<file path="src/rtl/hazard_stall_ctrl_if.sv">
// Hazard-control bundle between the ID stage and the stall/flush sequencer.
interface hazard_stall_ctrl_if #(
    parameter int unsigned PERF_W = 16
);
    localparam int unsigned REG_W = 5;

    logic             EXMemRead;
    logic [REG_W-1:0] EXrt;
    logic [REG_W-1:0] IDrs;
    logic [REG_W-1:0] IDrt;
    logic             IDUsesRt;
    logic             IDBranchTaken;
    logic             IDMulDiv;

    logic              PCWrite;
    logic              IFIDWrite;
    logic              IFIDFlush;
    logic              IDEXFlush;
    logic              MDStart;
    logic              MDBusy;
    logic [PERF_W-1:0] StallCycles;

    // Pipeline side: supplies hazard information, consumes control.
    modport master (
        output EXMemRead, EXrt, IDrs, IDrt, IDUsesRt, IDBranchTaken, IDMulDiv,
        input  PCWrite, IFIDWrite, IFIDFlush, IDEXFlush, MDStart, MDBusy, StallCycles
    );

    // Sequencer side.
    modport slave (
        input  EXMemRead, EXrt, IDrs, IDrt, IDUsesRt, IDBranchTaken, IDMulDiv,
        output PCWrite, IFIDWrite, IFIDFlush, IDEXFlush, MDStart, MDBusy, StallCycles
    );
endinterface

</file>
<file path="src/rtl/hazard_stall_ctrl.sv">
// Pipeline sequencer for the 5-stage core: load-use stalls, taken-branch
// flushes and multi-cycle mul/div freezing, plus a stall-cycle counter.
// Control outputs are combinational from state and ID/EX inputs so they act
// in the same cycle the hazard is seen.
module hazard_stall_ctrl #(
    parameter int unsigned MD_LATENCY = 4,
    parameter int unsigned CNT_W      = 3,
    parameter int unsigned PERF_W     = 16
) (
    input  logic              Clk,
    input  logic              Reset,
    hazard_stall_ctrl_if.slave hz
);
    typedef enum logic {
        RUN     = 1'b0,
        MD_BUSY = 1'b1
    } state_t;

    localparam logic [CNT_W-1:0] MD_LOAD = CNT_W'(MD_LATENCY - 1);

    state_t            state;
    state_t            state_nx;
    logic [CNT_W-1:0]  mdcnt;
    logic [CNT_W-1:0]  mdcnt_nx;
    logic [PERF_W-1:0] stall_cnt;
    logic              load_use;
    logic              pc_write;

    // Load in EX writes a register the ID instruction reads; $zero never counts.
    always_comb begin
        load_use = hz.EXMemRead && (hz.EXrt != 5'd0) &&
                   ((hz.EXrt == hz.IDrs) || (hz.IDUsesRt && (hz.EXrt == hz.IDrt)));
    end

    // Control outputs and next state; reset overrides everything.
    always_comb begin
        pc_write     = 1'b1;
        hz.IFIDWrite = 1'b1;
        hz.IFIDFlush = 1'b0;
        hz.IDEXFlush = 1'b0;
        hz.MDStart   = 1'b0;
        hz.MDBusy    = 1'b0;
        state_nx     = state;
        mdcnt_nx     = mdcnt;

        if (Reset) begin
            pc_write     = 1'b0;
            hz.IFIDWrite = 1'b0;
            hz.IFIDFlush = 1'b1;
            hz.IDEXFlush = 1'b1;
            state_nx     = RUN;
            mdcnt_nx     = '0;
        end else begin
            case (state)
                RUN: begin
                    if (load_use) begin
                        pc_write     = 1'b0;
                        hz.IFIDWrite = 1'b0;
                        hz.IDEXFlush = 1'b1;
                    end else if (hz.IDMulDiv) begin
                        hz.MDStart = 1'b1;
                        state_nx   = MD_BUSY;
                        mdcnt_nx   = MD_LOAD;
                    end else if (hz.IDBranchTaken) begin
                        hz.IFIDFlush = 1'b1;
                    end
                end
                MD_BUSY: begin
                    // Freeze fetch/decode; held ID instruction is re-evaluated in RUN.
                    hz.MDBusy    = 1'b1;
                    pc_write     = 1'b0;
                    hz.IFIDWrite = 1'b0;
                    hz.IDEXFlush = 1'b1;
                    if (mdcnt == '0) begin
                        state_nx = RUN;
                    end else begin
                        mdcnt_nx = mdcnt - CNT_W'(1);
                    end
                end
                default: begin
                    state_nx = RUN;
                    mdcnt_nx = '0;
                end
            endcase
        end
    end

    // State, countdown and saturating stall counter.
    always_ff @(posedge Clk) begin
        state <= state_nx;
        mdcnt <= mdcnt_nx;
        if (Reset) begin
            stall_cnt <= '0;
        end else if (!pc_write && (stall_cnt != '1)) begin
            stall_cnt <= stall_cnt + PERF_W'(1);
        end
    end

    assign hz.PCWrite     = pc_write;
    assign hz.StallCycles = stall_cnt;
endmodule

</file>
<file path="src/flat_wrapper.sv">
// flat-port wrapper written by rule: the top's interface ports become plain ports
module hazard_stall_ctrl_flat 
#(
    parameter int unsigned MD_LATENCY = 4,
    parameter int unsigned CNT_W      = 3,
    parameter int unsigned PERF_W     = 16
)
  (Clk, Reset, hz_EXMemRead, hz_EXrt, hz_IDrs, hz_IDrt, hz_IDUsesRt, hz_IDBranchTaken, hz_IDMulDiv, hz_PCWrite, hz_IFIDWrite, hz_IFIDFlush, hz_IDEXFlush, hz_MDStart, hz_MDBusy, hz_StallCycles);
  hazard_stall_ctrl_if #(.PERF_W(PERF_W)) hz_i ();
  input  logic Clk;
  input  logic Reset;
  input wire logic [$bits(hz_i.EXMemRead)-1:0] hz_EXMemRead;
  input wire logic [$bits(hz_i.EXrt)-1:0] hz_EXrt;
  input wire logic [$bits(hz_i.IDrs)-1:0] hz_IDrs;
  input wire logic [$bits(hz_i.IDrt)-1:0] hz_IDrt;
  input wire logic [$bits(hz_i.IDUsesRt)-1:0] hz_IDUsesRt;
  input wire logic [$bits(hz_i.IDBranchTaken)-1:0] hz_IDBranchTaken;
  input wire logic [$bits(hz_i.IDMulDiv)-1:0] hz_IDMulDiv;
  output wire logic [$bits(hz_i.PCWrite)-1:0] hz_PCWrite;
  output wire logic [$bits(hz_i.IFIDWrite)-1:0] hz_IFIDWrite;
  output wire logic [$bits(hz_i.IFIDFlush)-1:0] hz_IFIDFlush;
  output wire logic [$bits(hz_i.IDEXFlush)-1:0] hz_IDEXFlush;
  output wire logic [$bits(hz_i.MDStart)-1:0] hz_MDStart;
  output wire logic [$bits(hz_i.MDBusy)-1:0] hz_MDBusy;
  output wire logic [$bits(hz_i.StallCycles)-1:0] hz_StallCycles;
  assign hz_i.EXMemRead = hz_EXMemRead;
  assign hz_i.EXrt = hz_EXrt;
  assign hz_i.IDrs = hz_IDrs;
  assign hz_i.IDrt = hz_IDrt;
  assign hz_i.IDUsesRt = hz_IDUsesRt;
  assign hz_i.IDBranchTaken = hz_IDBranchTaken;
  assign hz_i.IDMulDiv = hz_IDMulDiv;
  assign hz_PCWrite = hz_i.PCWrite;
  assign hz_IFIDWrite = hz_i.IFIDWrite;
  assign hz_IFIDFlush = hz_i.IFIDFlush;
  assign hz_IDEXFlush = hz_i.IDEXFlush;
  assign hz_MDStart = hz_i.MDStart;
  assign hz_MDBusy = hz_i.MDBusy;
  assign hz_StallCycles = hz_i.StallCycles;
  hazard_stall_ctrl #(.MD_LATENCY(MD_LATENCY), .CNT_W(CNT_W), .PERF_W(PERF_W)) u_core (.Clk(Clk), .Reset(Reset), .hz(hz_i));
endmodule
</file>
<file path="config.mk">
export PLATFORM = sky130hd
export DESIGN_NAME = hazard_stall_ctrl_flat
export DESIGN_NICKNAME = d
export VERILOG_FILES = /design/src/rtl/hazard_stall_ctrl_if.sv /design/src/rtl/hazard_stall_ctrl.sv /design/src/flat_wrapper.sv
export SDC_FILE = /design/constraint.sdc
export NUM_CORES = 1
export LEC_CHECK = 0
export CAP_MARGIN = 20
export CORE_ASPECT_RATIO = 0.8
export CORE_MARGIN = 2
export CORE_UTILIZATION = 40
export DETAILED_ROUTE_END_ITERATION = 12
export PLACE_DENSITY = 0.68
export SKIP_LAST_GASP = 1
export SYNTH_ARGS = -nofsm -noshare
export SYNTH_HDL_FRONTEND = slang
export SYNTH_SLANG_ARGS = --single-unit
export TNS_END_PERCENT = 5
</file>
<file path="constraint.sdc">
create_clock -name Clk -period 3.2 [get_ports Clk]
set_input_delay 0.8 -clock Clk [delete_from_list [all_inputs] [get_ports Clk]]
set_output_delay 0.8 -clock Clk [all_outputs]
set_load 0.05 [all_outputs]
</file>
# [After elaboration in Yosys (flattened, before gate mapping)]
# Index checks and enable logic that the tools add are counted.
[op_classes] mul=0 eq_ne=6 bitwise=1 muxes=23 div=0 reduce_logical=9 magnitude_cmp=0 shift=0 addsub=2
[op_table] op="adder 16 x 1 -> 16 bit, second input constant" count=1
[op_table] op="2-to-1 mux 1 bit" count=16
[op_table] op="!= test 16 bit, second input constant" count=1
[op_table] op="equality test 5 bit" count=2
[op_table] op="2-to-1 mux 3 bit" count=3
[op_table] op="!= test 2 bit, second input constant" count=3
[op_table] op="one-hot mux 1 bit (2 select lines)" count=3
[op_table] op="one-hot mux 3 bit (2 select lines)" count=1
[op_table] op="nonzero test 5 bit" count=1
[op_table] op="logical AND 1 bit" count=4
[op_table] op="zero test 3 bit" count=1
[op_table] op="AND reduction 3 bit" count=1
[op_table] op="subtractor 3 x 1 -> 3 bit, second input constant" count=1
[op_table] op="zero test 1 bit" count=1
[op_table] op="logical OR 1 bit" count=1
[op_table] op="NOT 1 bit" count=1
[totals] ram_bits=0 output_inout_bits=22 romBits=0 latchBits=0 input_bits=21 ff_bits=20 memories=0 word_cells=44

# [Depth between registers and ports, before layout]
# Gate-level depths: netlist of run 1.
[depth] depth_word=9 mapped_depth=9 ltp_nobuf=7

# [Worst setup path after synthesis of run 1]
# OpenSTA, ideal clock, no wires.
[synth_path] path_kind="input-to-output" start="in hz_EXrt[0]" end="out hz_IDEXFlush" n_path_buf=0 stages=6 path_slack_ns=-0.562 arrival_time_ns=2.962 path_cell_list="or4_1 o21a_1 inv_1 o21ai_0 nor2_1 inv_1"
[synth_between] elab_chain_len=7 elab_cells_between_ends=10 cone_classes="eq/ne: 2; mux: 3; reduce/logical: 5"
[synth_rtl] item="start: declaration" line_no="flat_wrapper.sv:13" rtl="input wire logic [$bits(hz_i.EXrt)-1:0] hz_EXrt;"
[synth_rtl] item="equality test 5 bit" line_no="hazard_stall_ctrl.sv:32" rtl="((hz.EXrt == hz.IDrs) || (hz.IDUsesRt && (hz.EXrt == hz.IDrt)));"
[synth_rtl] item="logical AND 1 bit" line_no="hazard_stall_ctrl.sv:32"
[synth_rtl] item="logical OR 1 bit" line_no="hazard_stall_ctrl.sv:32"
[synth_rtl] item="logical AND 1 bit (*)" line_no="hazard_stall_ctrl.sv:31" rtl="load_use = hz.EXMemRead && (hz.EXrt != 5'd0) &&"
[synth_rtl] item="2-to-1 mux 1 bit (*)" line_no="hazard_stall_ctrl.sv:56" rtl="if (load_use) begin"
[synth_rtl] item="one-hot mux 1 bit (2 select lines) (*)" line_no="hazard_stall_ctrl.sv:54" rtl="case (state)"
[synth_rtl] item="2-to-1 mux 1 bit (*)" line_no="hazard_stall_ctrl.sv:46" rtl="if (Reset) begin"
[synth_rtl] item="end: declaration" line_no="flat_wrapper.sv:22" rtl="output wire logic [$bits(hz_i.IDEXFlush)-1:0] hz_IDEXFlush;"
# Mark *: on every way between the ends. The rest lies on a longest branch, timed or not.

# [Worst setup path in the final report of run 1]
[layout_path] start="in hz_IDrs[2]" end="out hz_IFIDFlush"
[layout_between] elab_chain_len=6
[layout_rtl] item="start: declaration" line_no="flat_wrapper.sv:14" rtl="input wire logic [$bits(hz_i.IDrs)-1:0] hz_IDrs;"
[layout_rtl] item="equality test 5 bit" line_no="hazard_stall_ctrl.sv:32"
[layout_rtl] item="logical OR 1 bit" line_no="hazard_stall_ctrl.sv:32"
[layout_rtl] item="logical AND 1 bit" line_no="hazard_stall_ctrl.sv:31"
[layout_rtl] item="2-to-1 mux 1 bit" line_no="hazard_stall_ctrl.sv:56"
[layout_rtl] item="2-to-1 mux 1 bit" line_no="hazard_stall_ctrl.sv:54"
[layout_rtl] item="2-to-1 mux 1 bit" line_no="hazard_stall_ctrl.sv:46"
[layout_rtl] item="end: declaration" line_no="flat_wrapper.sv:21" rtl="output wire logic [$bits(hz_i.IFIDFlush)-1:0] hz_IFIDFlush;"
# Every way passes these cells.

==> qor.yml, run 1 <==
status: "finished, final reports clean"
muxShareOfSynthArea_pct: 5.400
slew_viol_final: 0
dp_slack_ps: -308.4
fin_setup_tns_ps: 0
async_reset_ff_share_pct: 0
routed-via-count: 1309
syn_avg_cell_area_sq_um: 8.264
hold_path_class: "reg -> reg"
final-setup-viol-count: 0
finalHoldViolCount: 0
synth_seq_area_share_pct: 30.86
synth_top_family_by_area: "simple AND/OR/NAND/NOR gates"
min_period_ps: 3149
clock_skew_ps: 2.500
critPathMaxFanout: 3
gp_congestion: 0.8594
worstPathRequired_ps: 2400
antenna_cells: 0
row_count: 18
portBuffers: 42
clk_path_buf_depth: 2
clk_latency_ps: 260
die_w_microns: 67.68
p_leak_nw: 0.7830
nets: 237
synth_compound_gate_area_share_pct: 17.16
synth_area_sq_mm: 0.001297
routedWlPerCell_microns: 13.93
grt_pass1_vias: 1268
power_mw: 0.6535
synth_top_area_share_pct: 30.86
dp_hpwl_mm: 2.655
track_usage_pct: 20.54
drive_gt1_share_pct: 24.53
ys_top_cells_by_area: "dfxtp_1, nor2_1, xor2_1, nand3_1, inv_1"
ys_warn_count: 0
slew-limit-headroom_pct: 66.03
first_pass_iters: 4
synth-xor-area-share_pct: 8.775
ys_ff_latch: 20
cts_root_buffer: "clkbuf_8"
grt_max_degree: 26
die_h_microns: 54.94
synth.distinct_cells: 45
pin_count: 43
synth_edf_count: 0
cts_hold_buf: 0
arrival_ps: 2350
start_util_pct: 42.05
crit_type: "in -> out"
cts_max_level: 1
clk_pin_slew_worst_paths_ps: 70
powerDensity_mw_per_mm2: 330.5
netlist.top_cell.by_area: "dfxtp_1"
tritoncts: "yes"
core_area_sq_mm: 0.003085
cts.sinks: 20
critPathLaunchType: "input pin"
antenna_found_initial: 0
area_growth_pct: 52.36
drc: 0
max_freq_mhz: 317.6
synthCells: 157
worst_slew_pin_slew_ps: 508.0
nFillCells: 242
yosys-top-cells-count: "nor2_1, dfxtp_1, inv_1, nand3_1, xor2_1"
synth_nets: 181
design.die.area_sq_mm: 0.003718
finalCritPeriodShare_pct: 98.41
yosys.area_share.adder_pct: 2.893
first_iter_violations: 54
synth-simple-area-share_pct: 27.87
grt_pass1_wl_mm: 5.582
ant_nets: 0
cts_inserted_buffers: 3
wirelength_mm: 3.511
end_kind: "output pin"
synth_ff_type: "dfxtp_1"
cap_violations: 0
viasPerCell: 5.194
ir_drop_uv: 281.5
synth.most_common_cell: "nor2_1"
grt_overflow: 0
fin_ws_ps: 50.90
state kept, by name, indices dropped and copies added, names as in the netlist:
signal	cells
u_core.hz.StallCycles	16
u_core.mdcnt	3
u_core.state	1
report_power, final:
group / leakage (nW) / total [mW] / switching (mW) / internal (mW)
sequential: 0.162 / 0.266 / 0.00881 / 0.257
combinational: 0.592 / 0.191 / 0.102 / 0.0895
clock: 0.0288 / 0.197 / 0.0868 / 0.110
total: 0.783 / 0.653 / 0.197 / 0.456
logic make-up after synthesis:
logic type | after synthesis
buffers and inverters | 19
muxes | 6
xor gates and xnor gates | 13
DFF | 20
adders and majority gates | 3
and+or+nand+nor | 65
AOI/OAI and AO/OA | 31
worst max-delay path: stages:
cell             delay (ps)
clkdlybuf4s50_1         410
xor2_1                  140
nor3_1                  220
a32oi_2                 120
nor2_2                  170
nor2_1                   70
a31o_2                  270
buf_12                  150
path summary, 6_finish.rpt:
| kind | start | end | slack (ps) | cells after the start |
|---|---|---|---|---|
| worst max-delay path | hz_IDrs[2] | hz_IFIDFlush | 50 | 8 |
| worst min-delay path | u_core.hz.StallCycles[11] | u_core.hz.StallCycles[11] | 520 | 2 |
| worst max register to register | u_core.hz.StallCycles[0] | u_core.hz.StallCycles[9] | 850 | 7 |
| worst min register to register | u_core.hz.StallCycles[11] | u_core.hz.StallCycles[11] | 520 | 2 |
metal layers:
layer	vias up	wire (microns)	GRT usage (%)	part of all wire, %
li1	664	-	-	-
met1	611	1561	24.72	44
met2	27	1747	36.76	50
met3	7	152	4.453	4.3
met4	0	51	6.803	1.5
met5	-	0	0	0
area by class of cell:
class,count,area (sq um),area share (%)
multi-input cells,118,835.8,42.28
repair buffers,58,590.6,29.87
flip-flops and latches,20,400.4,20.25
clock buffers,4,55.05,2.785
well taps,40,50.05,2.532
inverters,12,45.04,2.278
placed cells by master (no fill, tap or decap), drive strengths merged, types with 7 or more instances in the layout:
| cell | count |
|---|---|
| nand4 | 8 |
| nand3 | 9 |
| clkbuf | 7 |
| a21oi | 8 |
| dfxtp | 20 |
| xor2 | 9 |
| nor2 | 21 |
| o21ai | 7 |
| nand2 | 8 |
| clkdlybuf4s50 | 27 |
| buf | 22 |
| inv | 12 |
metrics by stage:
stage	hold slack, ps	instance area [sq um]	instances	util (%)
floorplan	484.3	1310	157	-
global placement	503.1	1862	241	60.34
detailed placement	515.7	1862	241	60.34
CTS	526.0	1966	251	63.71
global route	547.9	1977	252	64.07
finish	520.5	1977	252	64.07
what timing repair did:
| action | in CTS | in global routing |
|---|---|---|
| endpoints found under the setup margin | 5 | 4 |
| resized for setup | 15 | 9 |
| pin swaps | 9 | 7 |
| buffers inserted | 7 | 1 |
| endpoints found under the hold margin | 0 | 0 |
| gates cloned | 0 | 0 |
Power figures use the tool's default switching activity.
==> inputs of run 2 (changes only) <==
- CORE_ASPECT_RATIO: 0.8 -> 0.7
- clock period: 3.2 -> 3.7 ns (I/O delays scaled with it)
==> qor.yml, run 2 (synthesized netlist as in run 1, its figures left out) <==
crit_type: "in -> out"
finalCritPeriodShare_pct: 100.8
routedWlPerCell_microns: 14.36  # +3.1%
start_util_pct: 41.50  # -0.56 points
clk_latency_ps: 250  # about the same
grt_overflow: 0  # unchanged
antenna_found_initial: 0  # unchanged
ant_nets: 0  # unchanged
critPathMaxFanout: 3  # unchanged
grt_pass1_vias: 1283  # +1.2%
violations: "setup timing"
gp_congestion: 0.8961  # +4.3%
design.die.area_sq_mm: 0.003722  # +0.12%
slew-limit-headroom_pct: 66.99  # +0.96 points
arrival_ps: 2810  # +460 ps
cts_inserted_buffers: 3  # unchanged
dp_hpwl_mm: 2.744  # +3.4%
ir_drop_uv: 154.9  # -45%
cts_root_buffer: "clkbuf_8"
end_kind: "output pin"
cap_violations: 0  # unchanged
first_iter_violations: 56  # +3.7%
clk_path_buf_depth: 2  # unchanged
layout_commonest_cell: "clkdlybuf4s50_1"
antenna_cells: 0  # unchanged
cts.sinks: 20  # unchanged
dp_slack_ps: -133.9  # +174.4 ps
grt_max_degree: 26  # unchanged
tritoncts: "yes"
max_freq_mhz: 268.0
grt_pass1_wl_mm: 5.934  # +6.3%
powerDensity_mw_per_mm2: 277.6  # -16%
largest_reg_flops: 16  # unchanged
clk_pin_slew_worst_paths_ps: 70  # about the same
pin_count: 43  # unchanged
worstReg2RegEnd: "u_core.hz.StallCycles[9]"
viasPerCell: 5.450  # +4.9%
worst_slew_pin_slew_ps: 490.6  # -17.40 ps
wirelength_mm: 3.476  # -1.0%
routed-via-count: 1319  # +0.76%
cts_max_level: 1  # unchanged
core_area_sq_mm: 0.003127  # +1.3%
cp-startpoint: "hz_EXrt[3]"
drive_gt1_share_pct: 18.14  # -6.4 points
worstPathRequired_ps: 2770  # +370 ps
fin_setup_tns_ps: -30.86  # -30.86 ps
fin_ws_ps: -30.86  # -81.77 ps
rsz0062_at_grt: "true"
clock_skew_ps: 2.354  # -0.1464 ps
track_usage_pct: 20.27  # -0.27 points
r2r-start: "u_core.hz.StallCycles[0]"
critPathCapture: "hz_MDStart"
p_leak_nw: 0.7180  # -8.3%
first_pass_iters: 4  # unchanged
layout_common_cells: "clkdlybuf4s50_1, dfxtp_1, nor2_1"
critPathLaunchType: "input pin"
portBuffers: 42  # unchanged
rrSetupSlack_ps: 1300  # +450 ps
nets: 230  # -3.0%
status: "finished with violations"
die_h_microns: 51.65  # -6.0%
final-setup-viol-count: 1  # +1
hold_path_class: "reg -> reg"
row_count: 17  # -1
drc: 0  # unchanged
area_growth_pct: 46.19
slew_viol_final: 0  # unchanged
die_w_microns: 72.07  # +6.5%
min_period_ps: 3731
ff2ff_path_depth: 7  # unchanged
finalHoldViolCount: 0  # unchanged
==> run 2: how the worst min path moves through the flow <==
stage | from | end | slack [ps] | cells past startpoint
detailed placement | u_core.mdcnt[2] | u_core.mdcnt[2] | 520 | 2
CTS | u_core.mdcnt[0] | u_core.mdcnt[0] | 540 | 2
floorplan | u_core.mdcnt[0] | u_core.mdcnt[0] | 480 | 2
global route | u_core.hz.StallCycles[11] | u_core.hz.StallCycles[11] | 570 | 2
global placement | u_core.hz.StallCycles[11] | u_core.hz.StallCycles[11] | 510 | 2
finish | u_core.mdcnt[0] | u_core.mdcnt[0] | 540 | 2
==> run 2: timing repair <==
item	4_1_cts	5_1_grt
hold endpoints to repair	0	0
pin swaps	1	3
resized for setup	1	2
setup buffers	1	1
hold buffers	0	0
setup endpoints to repair	4	5
==> run 2: area by class of cell <==
type,instances,area [sq um]
inverter,12,45.04
sequential,20,400.4
fill,267,1230
clock buffer,3,41.29
tap,38,47.55
multi-input combinational,118,814.5
timing repair buffer,51,548.0
==> run 2: worst max-delay path, cell delays in order <==
cell and delay (ps):
clkdlybuf4s50_1 480, or4_1 530, o21a_1 200, inv_1 110, o21ai_2 80, nor3_1 280
buf_12 180
==> run 2: power breakdown <==
part           internal [mW]  switching (mW)
clock network         0.0723          0.0669
logic                 0.0741          0.0831
registers              0.222         0.00809
==> run 2: layer usage <==
layer | share of wire (%) | routed length, microns | vias to the layer above | track usage, %
met5 | 0 | 0 | - | 0
met4 | 1.0 | 36 | 0 | 5.975
met3 | 4.6 | 161 | 4 | 4.845
met2 | 49 | 1716 | 40 | 33.94
met1 | 45 | 1562 | 619 | 25.97
li1 | - | - | 656 | -
==> run 2: through the flow <==
stage	instance area, sq um	util (%)	std cells	total power, mW	hold WS (ps)
after CTS	1883	60.22	241	0.5279	536.1
after floorplan	1300	-	157	0.3187	484.3
final	1897	60.66	242	0.5266	537.1
after detailed placement	1834	58.66	237	0.3885	521.1
after global routing	1897	60.66	242	0.5565	568.3
after global placement	1834	58.66	237	0.3836	506.1
==> inputs of run 3 (changes only) <==
- clock period: 3.7 -> 3.9 ns (I/O delays scaled with it)
==> qor.yml, run 3 (synthesized netlist as in run 1, its figures left out) <==
cpMaxStageDelayCell: "or4_1"
die_w_microns: 72.07  # unchanged
slew_viol_final: 0  # unchanged
fin_ws_ps: 66.04  # +96.90 ps
fin_util_pct: 59.98  # -0.68 points
routedWlPerCell_microns: 13.74  # -4.3%
status: "finished, final reports clean"
slew-limit-headroom_pct: 66.46  # -0.53 points
slowest_delay_ps: 520  # about the same
drive_gt1_share_pct: 16.34  # -1.8 points
grt_pass1_wl_mm: 5.692  # -4.1%
design.die.area_sq_mm: 0.003722  # unchanged
grt_pass1_vias: 1279  # -0.31%
cts_max_level: 1  # unchanged
dp_hpwl_mm: 2.579  # -6.0%
max_freq_mhz: 260.8
p_leak_nw: 0.7058  # -1.7%
grt_max_degree: 26  # unchanged
ant_nets: 0  # unchanged
routed-via-count: 1278  # -3.1%
critPathBufInv: 3  # unchanged
pin_count: 43  # unchanged
largest_reg_flops: 16  # unchanged
crit_type: "in -> out"
powerDensity_mw_per_mm2: 264.8  # -4.6%
nets: 228  # -0.87%
area_growth_pct: 44.55
place_area_sq_mm: 0.001827  # -0.41%
end_kind: "output pin"
critPathLaunchType: "input pin"
arrival_ps: 2860  # +50 ps
fin_setup_tns_ps: 0  # +30.86 ps
cts_root_buffer: "clkbuf_8"
clk_latency_ps: 250  # about the same
clk_path_buf_depth: 2  # unchanged
multi_input_area_sq_um: 808.3  # -0.77%
drc: 0  # unchanged
dp_slack_ps: -25.57  # +108.3 ps
portBuffers: 42  # unchanged
core_area_sq_mm: 0.003127  # unchanged
layout_commonest_cell: "clkdlybuf4s50_1"
rsz0062_at_grt: "false"
clk_pin_slew_worst_paths_ps: 70  # about the same
row_count: 17  # unchanged
viasPerCell: 5.325  # -2.3%
antenna_found_initial: 0  # unchanged
nFillCells: 268  # +0.37%
gp_congestion: 0.9266  # +3.4%
start_util_pct: 41.50  # unchanged
tritoncts: "yes"
layout_common_cells: "clkdlybuf4s50_1, nor2_1, dfxtp_1"
cts_inserted_buffers: 3  # unchanged
cts.sinks: 20  # unchanged
min_period_ps: 3834
crit_chain: "clkdlybuf4s50_1 -> or4_1 -> o21a_1 -> inv_1 -> o21ai_1 -> nor3_1 -> buf_12"
track_usage_pct: 19.42  # -0.84 points
finalHoldViolCount: 0  # unchanged
seq_area_sq_um: 400.4  # unchanged
final-setup-viol-count: 0  # -1
ir_drop_uv: 135.7  # -12%
worst_slew_pin_slew_ps: 501.5  # +10.89 ps
clock_skew_ps: 3.067  # +0.7137 ps
dp.cells: 236  # -0.42%
grt_overflow: 0  # unchanged
first_iter_violations: 63  # +13%
worstPathRequired_ps: 2920  # +150 ps
cap_violations: 0  # unchanged
cts_hold_buf: 0  # unchanged
wirelength_mm: 3.298  # -5.1%
finalCritPeriodShare_pct: 98.31
critPathMaxFanout: 3  # unchanged
first_pass_iters: 4  # unchanged
die_h_microns: 51.65  # unchanged
antenna_cells: 0  # unchanged
fin_area_sq_mm: 0.001876  # -1.1%
final_cell_count_no_fill: 240  # -0.83%
hold_path_class: "reg -> reg"
crit_family: "simple AND/OR/NAND/NOR gates"
==> run 3: cell types whose count changed in the layout (fill, tap and decap cells not counted) <==
cell / previous run / this run
o21ai_2: 2 / 1
nor2_1: 19 / 20
nor2_2: 2 / 1
buf_4: 9 / 7
o21ai_1: 1 / 2
==> run 3: routing by layer <==
metal	share of wire [%]	vias to the layer above	global-route usage, %
li1	-	643	-
met2	46	33	31.80
met3	5.6	4	4.651
met1	47	598	24.88
met4	1.3	0	7.233
met5	0	-	0
==> run 3: per-stage QoR <==
step | hold WS (ps) | power, mW
floorplan | 484.3 | 0.3024
CTS | 536.2 | 0.5005
global placement | 505.5 | 0.3633
detailed placement | 526.8 | 0.3667
global route | 558.1 | 0.5216
finish | 538.6 | 0.4967
==> run 3: final timing paths <==
kind / slack, ps / cells after the start / to / startpoint
min: 540 / 2 / u_core.hz.StallCycles[11] / u_core.hz.StallCycles[11]
min reg2reg: 540 / 2 / u_core.hz.StallCycles[11] / u_core.hz.StallCycles[11]
max: 70 / 7 / hz_MDStart / hz_EXrt[3]
max reg2reg: 1510 / 7 / u_core.hz.StallCycles[9] / u_core.hz.StallCycles[0]
==> run 3: layout make-up <==
type,instances,share of cell area (%)
sequential,20,21.35
timing repair buffer,49,28.42
clock buffer,3,2.201
inverter,12,2.402
tap,38,2.535
multi-input combinational,118,43.10
==> run 3: power by group <==
part | switching [mW] | internal (mW) | total, mW
logic | 0.0772 | 0.0687 | 0.146
clock network | 0.0637 | 0.0687 | 0.132
registers | 0.00769 | 0.211 | 0.218
total | 0.149 | 0.348 | 0.497
==> run 3: repair_timing <==
action,4_1_cts,5_1_grt
pin swaps,1,1
gates resized for setup,0,1
setup buffers,1,0
endpoints found under the setup margin,1,3
gates cloned,0,0
==> run 3: worst reg2reg max path, delay by kind of cell (launching register included) <==
| family | cells | cell delay (ps) |
|---|---|---|
| AOI/OAI and AO/OA | 1 | 140 |
| adders and majority gates | 1 | 250 |
| DFF | 1 | 430 |
| muxes | 1 | 340 |
| and+or+nand+nor | 4 | 1130 |
